### src/rtl/mem_ctrl_pkg.sv
// Shared constants and op helpers for the memory controller.
package mem_ctrl_pkg;

    localparam int unsigned XLEN           = 32;
    localparam int unsigned ROB_SIZE_WIDTH = 4;
    localparam int unsigned INST_OP_WIDTH  = 6;

    localparam logic [XLEN-1:0] IO_BASE = 32'h0003_0000;

    localparam logic [INST_OP_WIDTH-1:0] LB  = 6'd10;
    localparam logic [INST_OP_WIDTH-1:0] LH  = 6'd11;
    localparam logic [INST_OP_WIDTH-1:0] LW  = 6'd12;
    localparam logic [INST_OP_WIDTH-1:0] LBU = 6'd13;
    localparam logic [INST_OP_WIDTH-1:0] LHU = 6'd14;
    localparam logic [INST_OP_WIDTH-1:0] SB  = 6'd15;
    localparam logic [INST_OP_WIDTH-1:0] SH  = 6'd16;
    localparam logic [INST_OP_WIDTH-1:0] SW  = 6'd17;

    // Access size in bytes for a load/store op; anything unknown is a word.
    function automatic logic [2:0] op_bytes(input logic [INST_OP_WIDTH-1:0] op);
        logic [2:0] n;
        n = 3'd4;
        if (op == LB || op == LBU || op == SB) n = 3'd1;
        if (op == LH || op == LHU || op == SH) n = 3'd2;
        return n;
    endfunction

endpackage

### src/rtl/mem_load_extend.sv
// Sign/zero extension of the assembled little-endian load bytes.
module mem_load_extend
    import mem_ctrl_pkg::*;
(
    input  logic [INST_OP_WIDTH-1:0] op,
    input  logic [XLEN-1:0]          raw,
    output logic [XLEN-1:0]          result
);

    // Pick the extension from the load op; only the low bytes are meaningful.
    always_comb begin
        result = raw;
        case (op)
            LB:      result = {{(XLEN-8){raw[7]}}, raw[7:0]};
            LH:      result = {{(XLEN-16){raw[15]}}, raw[15:0]};
            LBU:     result = {{(XLEN-8){1'b0}}, raw[7:0]};
            LHU:     result = {{(XLEN-16){1'b0}}, raw[15:0]};
            default: result = raw;
        endcase
    end

endmodule

### src/rtl/mem_ctrl.sv
// Byte-wide RAM/IO port owner: arbitrates store > load > fetch and sequences beats.
module mem_ctrl
    import mem_ctrl_pkg::*;
(
    input  logic                      clk,
    input  logic                      rst,
    input  logic                      rdy,
    input  logic                      flush,
    input  logic                      io_buffer_full,
    input  logic [7:0]                mem_din,
    output logic [7:0]                mem_dout,
    output logic [XLEN-1:0]           mem_a,
    output logic                      mem_wr,
    input  logic                      if_req,
    input  logic [XLEN-1:0]           if_addr,
    output logic                      if_data_ready,
    output logic [XLEN-1:0]           if_inst,
    input  logic                      lsb_mem_enable,
    input  logic [INST_OP_WIDTH-1:0]  lsb_mem_op,
    input  logic [XLEN-1:0]           lsb_mem_addr,
    input  logic [ROB_SIZE_WIDTH-1:0] lsb_mem_id,
    input  logic                      rob_mem_enable,
    input  logic [INST_OP_WIDTH-1:0]  rob_mem_op,
    input  logic [XLEN-1:0]           rob_mem_addr,
    input  logic [XLEN-1:0]           rob_mem_data,
    output logic                      mem_busy,
    output logic                      mem_data_ready,
    output logic [XLEN-1:0]           mem_data,
    output logic [ROB_SIZE_WIDTH-1:0] mem_id,
    output logic                      mem_store_done
);

    typedef enum logic [1:0] {S_IDLE, S_WAIT_IO, S_READ, S_WRITE} state_e;

    state_e                    state_q, state_d;
    logic [2:0]                cnt_q, cnt_d;
    logic [INST_OP_WIDTH-1:0]  op_q, op_d;
    logic [XLEN-1:0]           addr_q, addr_d;
    logic [XLEN-1:0]           wdata_q, wdata_d;
    logic [ROB_SIZE_WIDTH-1:0] id_q, id_d;
    logic                      fetch_q, fetch_d;
    logic [2:0]                nbytes_q, nbytes_d;
    logic [XLEN-1:0]           raw_q, raw_d;
    logic [7:0]                mem_dout_q, mem_dout_d;
    logic [XLEN-1:0]           mem_a_q, mem_a_d;
    logic                      mem_wr_q, mem_wr_d;
    logic                      mem_busy_q, mem_busy_d;
    logic                      mem_data_ready_q, mem_data_ready_d;
    logic [XLEN-1:0]           mem_data_q, mem_data_d;
    logic [ROB_SIZE_WIDTH-1:0] mem_id_q, mem_id_d;
    logic                      mem_store_done_q, mem_store_done_d;
    logic                      if_data_ready_q, if_data_ready_d;
    logic [XLEN-1:0]           if_inst_q, if_inst_d;

    logic                      idle_c, acc_store_c, acc_load_c, acc_fetch_c, store_wait_c;
    logic                      rd_last_c, wr_last_c;
    logic [2:0]                cnt_next_c;
    logic [1:0]                cap_idx_c;
    logic [XLEN-1:0]           raw_cap_c, ext_c;

    assign idle_c       = (state_q == S_IDLE);
    assign acc_store_c  = idle_c && rob_mem_enable;
    assign acc_load_c   = idle_c && lsb_mem_enable && !rob_mem_enable && !flush;
    assign acc_fetch_c  = idle_c && if_req && !rob_mem_enable && !lsb_mem_enable && !flush;
    assign store_wait_c = io_buffer_full &&
                          (rob_mem_addr == IO_BASE || rob_mem_addr == IO_BASE + XLEN'(4));
    assign cnt_next_c   = 3'(cnt_q + 3'd1);
    assign rd_last_c    = (state_q == S_READ) && (cnt_q == nbytes_q);
    assign wr_last_c    = (state_q == S_WRITE) && (cnt_next_c == nbytes_q);
    assign cap_idx_c    = 2'(cnt_q - 3'd1);

    // Merge the byte returning this cycle into the assembly buffer.
    always_comb begin
        raw_cap_c = raw_q;
        raw_cap_c[{cap_idx_c, 3'b000} +: 8] = mem_din;
    end

    mem_load_extend u_load_extend (
        .op     (op_q),
        .raw    (raw_cap_c),
        .result (ext_c)
    );

    // State and datapath registers; everything freezes while rdy is low.
    always_ff @(posedge clk) begin
        if (rdy) begin
            if (rst) begin
                state_q          <= S_IDLE;
                cnt_q            <= '0;
                op_q             <= '0;
                addr_q           <= '0;
                wdata_q          <= '0;
                id_q             <= '0;
                fetch_q          <= 1'b0;
                nbytes_q         <= '0;
                raw_q            <= '0;
                mem_dout_q       <= '0;
                mem_a_q          <= '0;
                mem_wr_q         <= 1'b0;
                mem_busy_q       <= 1'b0;
                mem_data_ready_q <= 1'b0;
                mem_data_q       <= '0;
                mem_id_q         <= '0;
                mem_store_done_q <= 1'b0;
                if_data_ready_q  <= 1'b0;
                if_inst_q        <= '0;
            end else begin
                state_q          <= state_d;
                cnt_q            <= cnt_d;
                op_q             <= op_d;
                addr_q           <= addr_d;
                wdata_q          <= wdata_d;
                id_q             <= id_d;
                fetch_q          <= fetch_d;
                nbytes_q         <= nbytes_d;
                raw_q            <= raw_d;
                mem_dout_q       <= mem_dout_d;
                mem_a_q          <= mem_a_d;
                mem_wr_q         <= mem_wr_d;
                mem_busy_q       <= mem_busy_d;
                mem_data_ready_q <= mem_data_ready_d;
                mem_data_q       <= mem_data_d;
                mem_id_q         <= mem_id_d;
                mem_store_done_q <= mem_store_done_d;
                if_data_ready_q  <= if_data_ready_d;
                if_inst_q        <= if_inst_d;
            end
        end
    end

    // Next state and beat counter.
    always_comb begin
        state_d = state_q;
        cnt_d   = cnt_q;
        case (state_q)
            S_IDLE: begin
                if (acc_store_c) begin
                    state_d = store_wait_c ? S_WAIT_IO : S_WRITE;
                    cnt_d   = '0;
                end else if (acc_load_c || acc_fetch_c) begin
                    state_d = S_READ;
                    cnt_d   = '0;
                end
            end
            S_WAIT_IO: begin
                if (!io_buffer_full) begin
                    state_d = S_WRITE;
                    cnt_d   = '0;
                end
            end
            S_READ: begin
                if (flush || rd_last_c) state_d = S_IDLE;
                else                    cnt_d   = cnt_next_c;
            end
            S_WRITE: begin
                if (wr_last_c) state_d = S_IDLE;
                else           cnt_d   = cnt_next_c;
            end
            default: state_d = S_IDLE;
        endcase
    end

    // Bus drive, request latching, byte capture and completion pulses.
    always_comb begin
        mem_a_d          = mem_a_q;
        mem_dout_d       = mem_dout_q;
        mem_wr_d         = 1'b0;
        mem_busy_d       = (state_d != S_IDLE);
        mem_data_ready_d = 1'b0;
        mem_store_done_d = 1'b0;
        if_data_ready_d  = 1'b0;
        mem_data_d       = mem_data_q;
        mem_id_d         = mem_id_q;
        if_inst_d        = if_inst_q;
        op_d             = op_q;
        addr_d           = addr_q;
        wdata_d          = wdata_q;
        id_d             = id_q;
        fetch_d          = fetch_q;
        nbytes_d         = nbytes_q;
        raw_d            = raw_q;
        case (state_q)
            S_IDLE: begin
                if (acc_store_c) begin
                    op_d     = rob_mem_op;
                    addr_d   = rob_mem_addr;
                    wdata_d  = rob_mem_data;
                    nbytes_d = op_bytes(rob_mem_op);
                    if (!store_wait_c) begin
                        mem_wr_d   = 1'b1;
                        mem_a_d    = rob_mem_addr;
                        mem_dout_d = rob_mem_data[7:0];
                    end
                end else if (acc_load_c) begin
                    op_d     = lsb_mem_op;
                    addr_d   = lsb_mem_addr;
                    id_d     = lsb_mem_id;
                    fetch_d  = 1'b0;
                    nbytes_d = op_bytes(lsb_mem_op);
                    mem_a_d  = lsb_mem_addr;
                end else if (acc_fetch_c) begin
                    op_d     = LW;
                    addr_d   = if_addr;
                    fetch_d  = 1'b1;
                    nbytes_d = 3'd4;
                    mem_a_d  = if_addr;
                end
            end
            S_WAIT_IO: begin
                if (!io_buffer_full) begin
                    mem_wr_d   = 1'b1;
                    mem_a_d    = addr_q;
                    mem_dout_d = wdata_q[7:0];
                end
            end
            S_READ: begin
                if (!flush) begin
                    if (cnt_q != 3'd0) raw_d = raw_cap_c;
                    if (rd_last_c) begin
                        if (fetch_q) begin
                            if_data_ready_d = 1'b1;
                            if_inst_d       = raw_cap_c;
                        end else begin
                            mem_data_ready_d = 1'b1;
                            mem_data_d       = ext_c;
                            mem_id_d         = id_q;
                        end
                    end else if (cnt_next_c < nbytes_q) begin
                        mem_a_d = addr_q + XLEN'(cnt_next_c);
                    end
                end
            end
            S_WRITE: begin
                if (wr_last_c) begin
                    mem_store_done_d = 1'b1;
                end else begin
                    mem_wr_d   = 1'b1;
                    mem_a_d    = addr_q + XLEN'(cnt_next_c);
                    mem_dout_d = wdata_q[{cnt_next_c[1:0], 3'b000} +: 8];
                end
            end
            default: ;
        endcase
    end

    assign mem_dout       = mem_dout_q;
    assign mem_a          = mem_a_q;
    assign mem_wr         = mem_wr_q;
    assign mem_busy       = mem_busy_q;
    assign mem_data_ready = mem_data_ready_q;
    assign mem_data       = mem_data_q;
    assign mem_id         = mem_id_q;
    assign mem_store_done = mem_store_done_q;
    assign if_data_ready  = if_data_ready_q;
    assign if_inst        = if_inst_q;

endmodule

### config.mk
export PLATFORM = sky130hd
export DESIGN_NAME = mem_ctrl
export DESIGN_NICKNAME = d
export VERILOG_FILES = /design/src/rtl/mem_ctrl_pkg.sv /design/src/rtl/mem_load_extend.sv /design/src/rtl/mem_ctrl.sv
export SDC_FILE = /design/constraint.sdc
export NUM_CORES = 1
export LEC_CHECK = 0
export ABC_AREA = 1
export BUFFER_PORTS_ARGS = -buffer_cell sky130_fd_sc_hd__buf_2
export CORE_ASPECT_RATIO = 2
export CORE_MARGIN = 2
export CORE_UTILIZATION = 30
export CTS_CLUSTER_DIAMETER = 40
export DETAILED_ROUTE_END_ITERATION = 6
export HOLD_SLACK_MARGIN = 0.08
export PLACE_DENSITY = 0.46
export SYNTH_ARGS = -nofsm -noshare
export SYNTH_HDL_FRONTEND = slang
export SYNTH_SLANG_ARGS = --single-unit
### constraint.sdc
create_clock -name clk -period 13.4 [get_ports clk]
set_clock_uncertainty 0.2 [all_clocks]
set_input_delay 0.67 -clock clk [delete_from_list [all_inputs] [get_ports clk]]
set_output_delay 0.67 -clock clk [all_outputs]
set_load 0.01 [all_outputs]
==> run metrics, run 1 <==
clk slew on worst S/H paths 0.07 ns; IO Port Bufs 272; DIE AREA 0.0409 mm²; top post-synthesis cells by count nand2_1, edfxtp_1, inv_1; clk buf depth 3; crit path DAT 4.38 ns; area grow syn2layout 24.2%; Tot GR Track Use 0.187; DRC viols 0; share of the synthesized area in the top cell type 0.582; switching pwr 0.000531 W; initial antenna violation count 2; Worst Hold Launch rob_mem_data[21]; CP Class flip-flop to flip-flop; most frequent cell after synthesis nand2_1; Max Cap Viol 0; Max Freq 0.233 GHz; maximum VDD drop 0.0693 mV; hold buffers post-CTS 0; Post-synth EDFFs 228; largest area contributor in the netlist edfxtp_1; PwrDens 130 mW/mm²; TritonCTS clock tree yes; Clock Power Share 0.407; power share of the combinational group 0.135; via count 9789; Fin Setup TNS 0 ns; Yosys warning count 0; R2R depth 10; DRT antenna net count 0; reg2reg end mem_a[14]$_SDFFCE_PP0P_; library cells used by synthesis 47; Seq pwr share 0.458; Synth Instances 1294; R2R Setup Slk 9.11 ns; GPL Wtd Cong 0.894; core footprint 0.0387 mm²; Final setup violation count 0; Final Non-Filler Cells 2101; Chip Height 284 µm; drt total wl 38400 µm; filler cell count 3977; Final Hold Viols 0; syn nets 1466; Site Rows 102; GRT overflow 0; DP Wirelength 29400 µm; Req. time, crit path 13.48 ns; vias per cell 4.66; Iteration-0 DRC Markers 511; TritonRoute pass-1 iters 5; largest net degree at the start of global routing 64; maximum net fanout on the critical path 25; vias in the first global route 9930; Int Power 0.00137 W; Initial Util 0.304; Hold Crit Depth 3; Clk Latency, worst-skew pair 0.57 ns; first-pass GRT wire length 57900 µm; part of the Yosys area used for sequential elements 0.582; reg-to-reg critical path startpoint cnt_q[0]$_SDFFCE_PP0P_; Worst Setup Start Kind flip-flop; Slew headroom 0.191; switching portion of total power 0.279; ratio of cells with drive above 1 in the final layout 0.236; Period Utilization, post-route 0.320; Hold Crit Class primary input to flip-flop; RSZ-0062 raised after global routing false; clk root buf clkbuf_16; Num CTS Buffers 27; Yosys reg bits 228; status finished clean; Die W 144 µm; ranking of synthesized cells by area edfxtp_1, nand2_1, inv_1; WHS Endpoint wdata_q[21]$_SDFFCE_PP0P_; # IOs 273; Slew Viols, Final 0; P_leak 6.48 nW; area of the mapped netlist 0.0118 mm²; Post-CTS Setup Inserts 0; fin nets 1730; Async SR Flop Fraction 0; Routed WL per cell 18.3 µm; # resized after CTS 0; H-tree depth 1; Placed Cells 2049; Slew @ Worst Pin 1.21 ns; Main synth FF type edfxtp_1; Syn Area/Cell 9.09 µm²; critical path endpoint category flip-flop; CTS Sinks 228; fin crit period 4.29 ns
## cell usage in the layout (no fill, tap or decap), drive strengths merged, types with 2 or more instances in the layout
cell type / count
clkinv: 9
diode: 2
inv: 190
a21oi: 28
o21ai: 91
edfxtp: 228
nand3b: 4
a22o: 3
nand2: 329
a31oi: 9
bufinv: 3
o21bai: 2
or2: 7
nor2: 166
nor3: 10
o31ai: 5
clkbuf: 31
o211ai: 20
clkinvlp: 2
o22ai: 20
and2: 5
nand4: 18
buf: 282
nand3: 100
ha: 11
## how the worst max path moves through the flow
stage | start | cells after the start | endpoint | slack (ns)
finish | cnt_q[0]$_SDFFCE_PP0P_ | 10 | mem_a[14]$_SDFFCE_PP0P_ | 9.11
detailed placement | cnt_q[0]$_SDFFCE_PP0P_ | 10 | mem_a[14]$_SDFFCE_PP0P_ | 9.07
CTS | cnt_q[0]$_SDFFCE_PP0P_ | 10 | mem_a[14]$_SDFFCE_PP0P_ | 9.05
floorplan | cnt_q[0]$_SDFFCE_PP0P_ | 10 | mem_a[0]$_SDFFCE_PP0P_ | 8.51
global route | cnt_q[0]$_SDFFCE_PP0P_ | 10 | mem_a[14]$_SDFFCE_PP0P_ | 8.73
global placement | cnt_q[0]$_SDFFCE_PP0P_ | 10 | mem_a[14]$_SDFFCE_PP0P_ | 9.23
## flip-flops by register name, summed over array words and instances, names as in the netlist
register	count
mem_store_done	1
fetch_q	1
nbytes_q	3
mem_busy	1
if_data_ready	1
cnt_q	3
mem_a	32
mem_wr	1
addr_q	32
mem_data	32
raw_q	32
if_inst	32
mem_data_ready	1
mem_id	4
id_q	4
mem_dout	8
op_q	6
wdata_q	32
state_q	2
## layer usage
| metal | part of all wire | global-route usage | routed length (µm) | vias to the layer above |
|---|---|---|---|---|
| li1 | - | - | - | 4862 |
| met1 | 0.38 | 0.211 | 14500 | 4553 |
| met3 | 0.045 | 0.0201 | 1710 | 74 |
| met2 | 0.54 | 0.350 | 20700 | 300 |
| met4 | 0.038 | 0.0752 | 1470 | 0 |
| met5 | 0 | 0 | 0 | - |
## critical path, cell delays in order, from the launching register on
cell and delay, ns:
edfxtp_1 0.90, clkinv_1 0.21, ha_1 0.97, fa_1 0.36, nand3_1 0.09, nand2_1 0.12
nand2_1 0.10, nor2_1 0.58, nand2_1 0.16, o21ai_0 0.20, o21ai_0 0.09
## through the flow
step | cell area [µm²] | setup slack (ns) | util | hold slack, ns | power (W)
4_1_cts | 14600 | 9.05 | 0.378 | 0.153 | 0.00193
3_3_place_gp | 13700 | 9.23 | 0.353 | 0.312 | 0.00115
6_report | 14600 | 9.11 | 0.378 | 0.179 | 0.00190
3_5_place_dp | 13700 | 9.07 | 0.353 | 0.336 | 0.00115
2_1_floorplan | 11800 | 8.51 | - | 0.305 | 0.00103
5_1_grt | 14600 | 8.73 | 0.378 | 0.165 | 0.00198
## cell families after synthesis
| family | share of synthesized area |
|---|---|
| AOI/OAI and AO/OA | 0.0920 |
| xor gates and xnor gates | 0.000745 |
| adders and majority gates | 0.0134 |
| buffers and inverters | 0.0793 |
| DFF | 0.582 |
| and+or+nand+nor | 0.232 |
## power groups by stage
stage	clock (W)	sequential (W)	combinational [W]
2_1_floorplan	0	0.000889	0.000142
3_3_place_gp	0	0.000888	0.000260
3_5_place_dp	0	0.000888	0.000263
4_1_cts	0.000791	0.000873	0.000263
5_1_grt	0.000818	0.000876	0.000290
6_report	0.000774	0.000872	0.000258
## cell type report
cell class | instances | area [µm²] | share of cell area
diodes | 2 | 5.00 | 0.000343
clock buffers | 31 | 691 | 0.0473
clock inverters | 19 | 240 | 0.0164
inverters | 185 | 696 | 0.0476
multi-input cells | 834 | 4040 | 0.276
flip-flops and latches | 228 | 6850 | 0.469
well taps | 520 | 651 | 0.0446
repair buffers | 282 | 1440 | 0.0985
(Power assumes the default switching activity.)
==> inputs of run 2 (changes only) <==
--- a/config.mk
+++ b/config.mk
@@ -13,7 +13,7 @@
 export CTS_CLUSTER_DIAMETER = 40
 export DETAILED_ROUTE_END_ITERATION = 6
 export HOLD_SLACK_MARGIN = 0.08
-export PLACE_DENSITY = 0.46
+export PLACE_DENSITY = 0.47
 export SYNTH_ARGS = -nofsm -noshare
 export SYNTH_HDL_FRONTEND = slang
 export SYNTH_SLANG_ARGS = --single-unit
==> constraint.sdc (replaced) <==
create_clock -name clk -period 3.55 [get_ports clk]
set_clock_uncertainty 0.2 [all_clocks]
set_input_delay 0.1775 -clock clk [delete_from_list [all_inputs] [get_ports clk]]
set_output_delay 0.1775 -clock clk [all_outputs]
set_load 0.01 [all_outputs]
==> run metrics, run 2 (synthesis gave the netlist of run 1 again) <==
PwrDens 459 mW/mm² (+250%); DRT antenna net count 0 (unchanged); TritonCTS clock tree yes; via count 10376 (+6.0%); placed cell areas 0.0138 mm² (+0.80%); Hold Crit Class primary input to flip-flop; Tot GR Track Use 0.190 (+0.00354); post-layout util 0.419 (+0.0412); Placed Cells 2061 (+0.59%); metal3 WL 1570 µm (-8.3%); Final Hold Viols 0 (unchanged); drt total wl 39300 µm (+2.3%); vias per cell 4.60 (-1.3%); WL met2 21700 µm (+4.7%); DRC viols 0 (unchanged); CP peak stage delay 0.58 ns (-0.39 ns); Site Rows 102 (unchanged); largest net degree at the start of global routing 71 (+11%); vias in the first global route 10363 (+4.4%); initial antenna violation count 1 (-1); Final Cell Area 0.0162 mm² (+11%); Final setup violation count 0 (unchanged); clk root buf clkbuf_16; clk slew on worst S/H paths 0.07 ns (about the same); most common cell after layout, fill and taps aside nand2_1; Worst Hold Launch mem_din[2]; maximum VDD drop 0.407 mV (+490%); Chip Height 284 µm (unchanged); IO Port Bufs 272 (unchanged); TritonRoute pass-1 iters 5 (unchanged); CP Class flip-flop to flip-flop; crit path buf inv count 3 (+2); WHS 0.0748 ns (-0.104 ns); M1 wire length 14800 µm (+2.2%); Max Cap Viol 0 (unchanged); Worst Setup Start Kind flip-flop; top layer in use met4; crit path DAT 3.62 ns (-0.76 ns); status finished clean; DP Wirelength 29500 µm (+0.30%); reg2reg end mem_a[16]$_SDFFCE_PP0P_; Iteration-0 DRC Markers 538 (+5.3%); Num CTS Buffers 28 (+3.7%); maximum net fanout on the critical path 26 (+4.0%); Slew headroom 0.514 (+0.323); CP Cell Sequence nor2_4 -> nand3_4 -> buf_4 -> a21oi_1 -> o21ai_1 -> dlygate4sd3_1 -> a21oi_2 -> dlygate4sd3_1 -> nand2_1 -> nand2_1; DIE AREA 0.0409 mm² (unchanged); reg-to-reg critical path startpoint state_q[0]$_SDFFCE_PP0P_; Final Non-Filler Cells 2257 (+7.4%); RSZ-0062 raised after global routing true; GRT overflow 0 (unchanged); ratio of cells with drive above 1 in the final layout 0.225 (-0.0104); Max Freq 0.295 GHz (+26%); Die W 144 µm (unchanged); fin nets 1886 (+9.0%); Period Utilization, post-route 0.956 (+0.636); leading cell types in the layout, fill and taps excluded nand2_1, buf_2, edfxtp_1; Slew Viols, Final 0 (unchanged); delay-heaviest family, CP buffers and inverters; critical path endpoint category flip-flop; fin crit period 3.40 ns (-0.899 ns); CTS Sinks 228 (unchanged); clk buf depth 3 (unchanged); H-tree depth 1 (unchanged); Req. time, crit path 3.78 ns (-9.70 ns); Slew @ Worst Pin 0.728 ns (-0.480 ns); Hold Crit Depth 5 (+2); # IOs 273 (unchanged); core footprint 0.0387 mm² (unchanged); R2R Setup Slk 0.15 ns (-8.95 ns); P_leak 7.21 nW (+11%); Initial Util 0.304 (unchanged); Routed WL per cell 17.4 µm (-4.8%); slowest CP cell dlygate4sd3_1; R2R depth 10 (unchanged); WHS Endpoint raw_q[18]$_SDFFCE_PP0P_; GPL Wtd Cong 0.924 (+3.3%); first-pass GRT wire length 59400 µm (+2.6%); area grow syn2layout 37.8%; Clk Latency, worst-skew pair 0.57 ns (about the same)
[run 2: final cells by class]
class	count	area, µm²
multi-input combinational	835	4060
clock buffer	31	712
tap	520	651
clock inverter	21	274
sequential	228	6850
fill	3903	22500
timing repair buffer	436	2960
antenna	1	2.50
inverter	185	699
[run 2: timing repair]
item                       in CTS  in global routing
gates resized for setup         0                  3
setup endpoints to repair       0                 15
hold endpoints to repair      172                  0
hold buffers                  140                  0
buffers inserted                0                  2
[run 2: how the worst max path moves through the flow]
stage                        startpoint                  endpoint  slack [ns]  depth (start not counted)
2_1_floorplan    cnt_q[0]$_SDFFCE_PP0P_  if_inst[0]$_SDFFCE_PP0P_        0.01                          8
3_5_place_dp     cnt_q[1]$_SDFFCE_PP0P_   mem_a[19]$_SDFFCE_PP0P_        0.63                         10
3_3_place_gp     cnt_q[1]$_SDFFCE_PP0P_   mem_a[17]$_SDFFCE_PP0P_        0.67                          9
5_1_grt        state_q[0]$_SDFFCE_PP0P_   mem_a[16]$_SDFFCE_PP0P_       -0.04                         10
6_report       state_q[0]$_SDFFCE_PP0P_   mem_a[16]$_SDFFCE_PP0P_        0.15                         10
4_1_cts        state_q[1]$_SDFFCE_PP0P_   mem_a[16]$_SDFFCE_PP0P_        0.02                         10
[run 2: routing by layer]
layer  global-route usage  vias to the layer above
met5                    0                        -
met4               0.0652                        0
met3               0.0196                       60
met2                0.362                      302
met1                0.216                     4846
li1                     -                     5168
[run 2: worst min-delay path, cell delays in order]
cell     delay, ns
buf_2         0.10
inv_1         0.18
o22ai_1       0.12
inv_1         0.05
nor2_1        0.06
[run 2: metrics by stage]
step	total power [W]	worst slack, ns	TNS, ns
floorplan	0.00389	0.0105	0
global placement	0.00435	0.674	0
detailed placement	0.00436	0.625	0
CTS	0.00752	0.0224	0
global route	0.00776	-0.0369	-0.0369
finish	0.00744	0.155	0
[run 2: report_power, final]
part           switching, W  total [W]  internal [W]
registers         0.0000890    0.00328       0.00319
logic              0.000693    0.00115      0.000454
clock network       0.00128    0.00301       0.00173
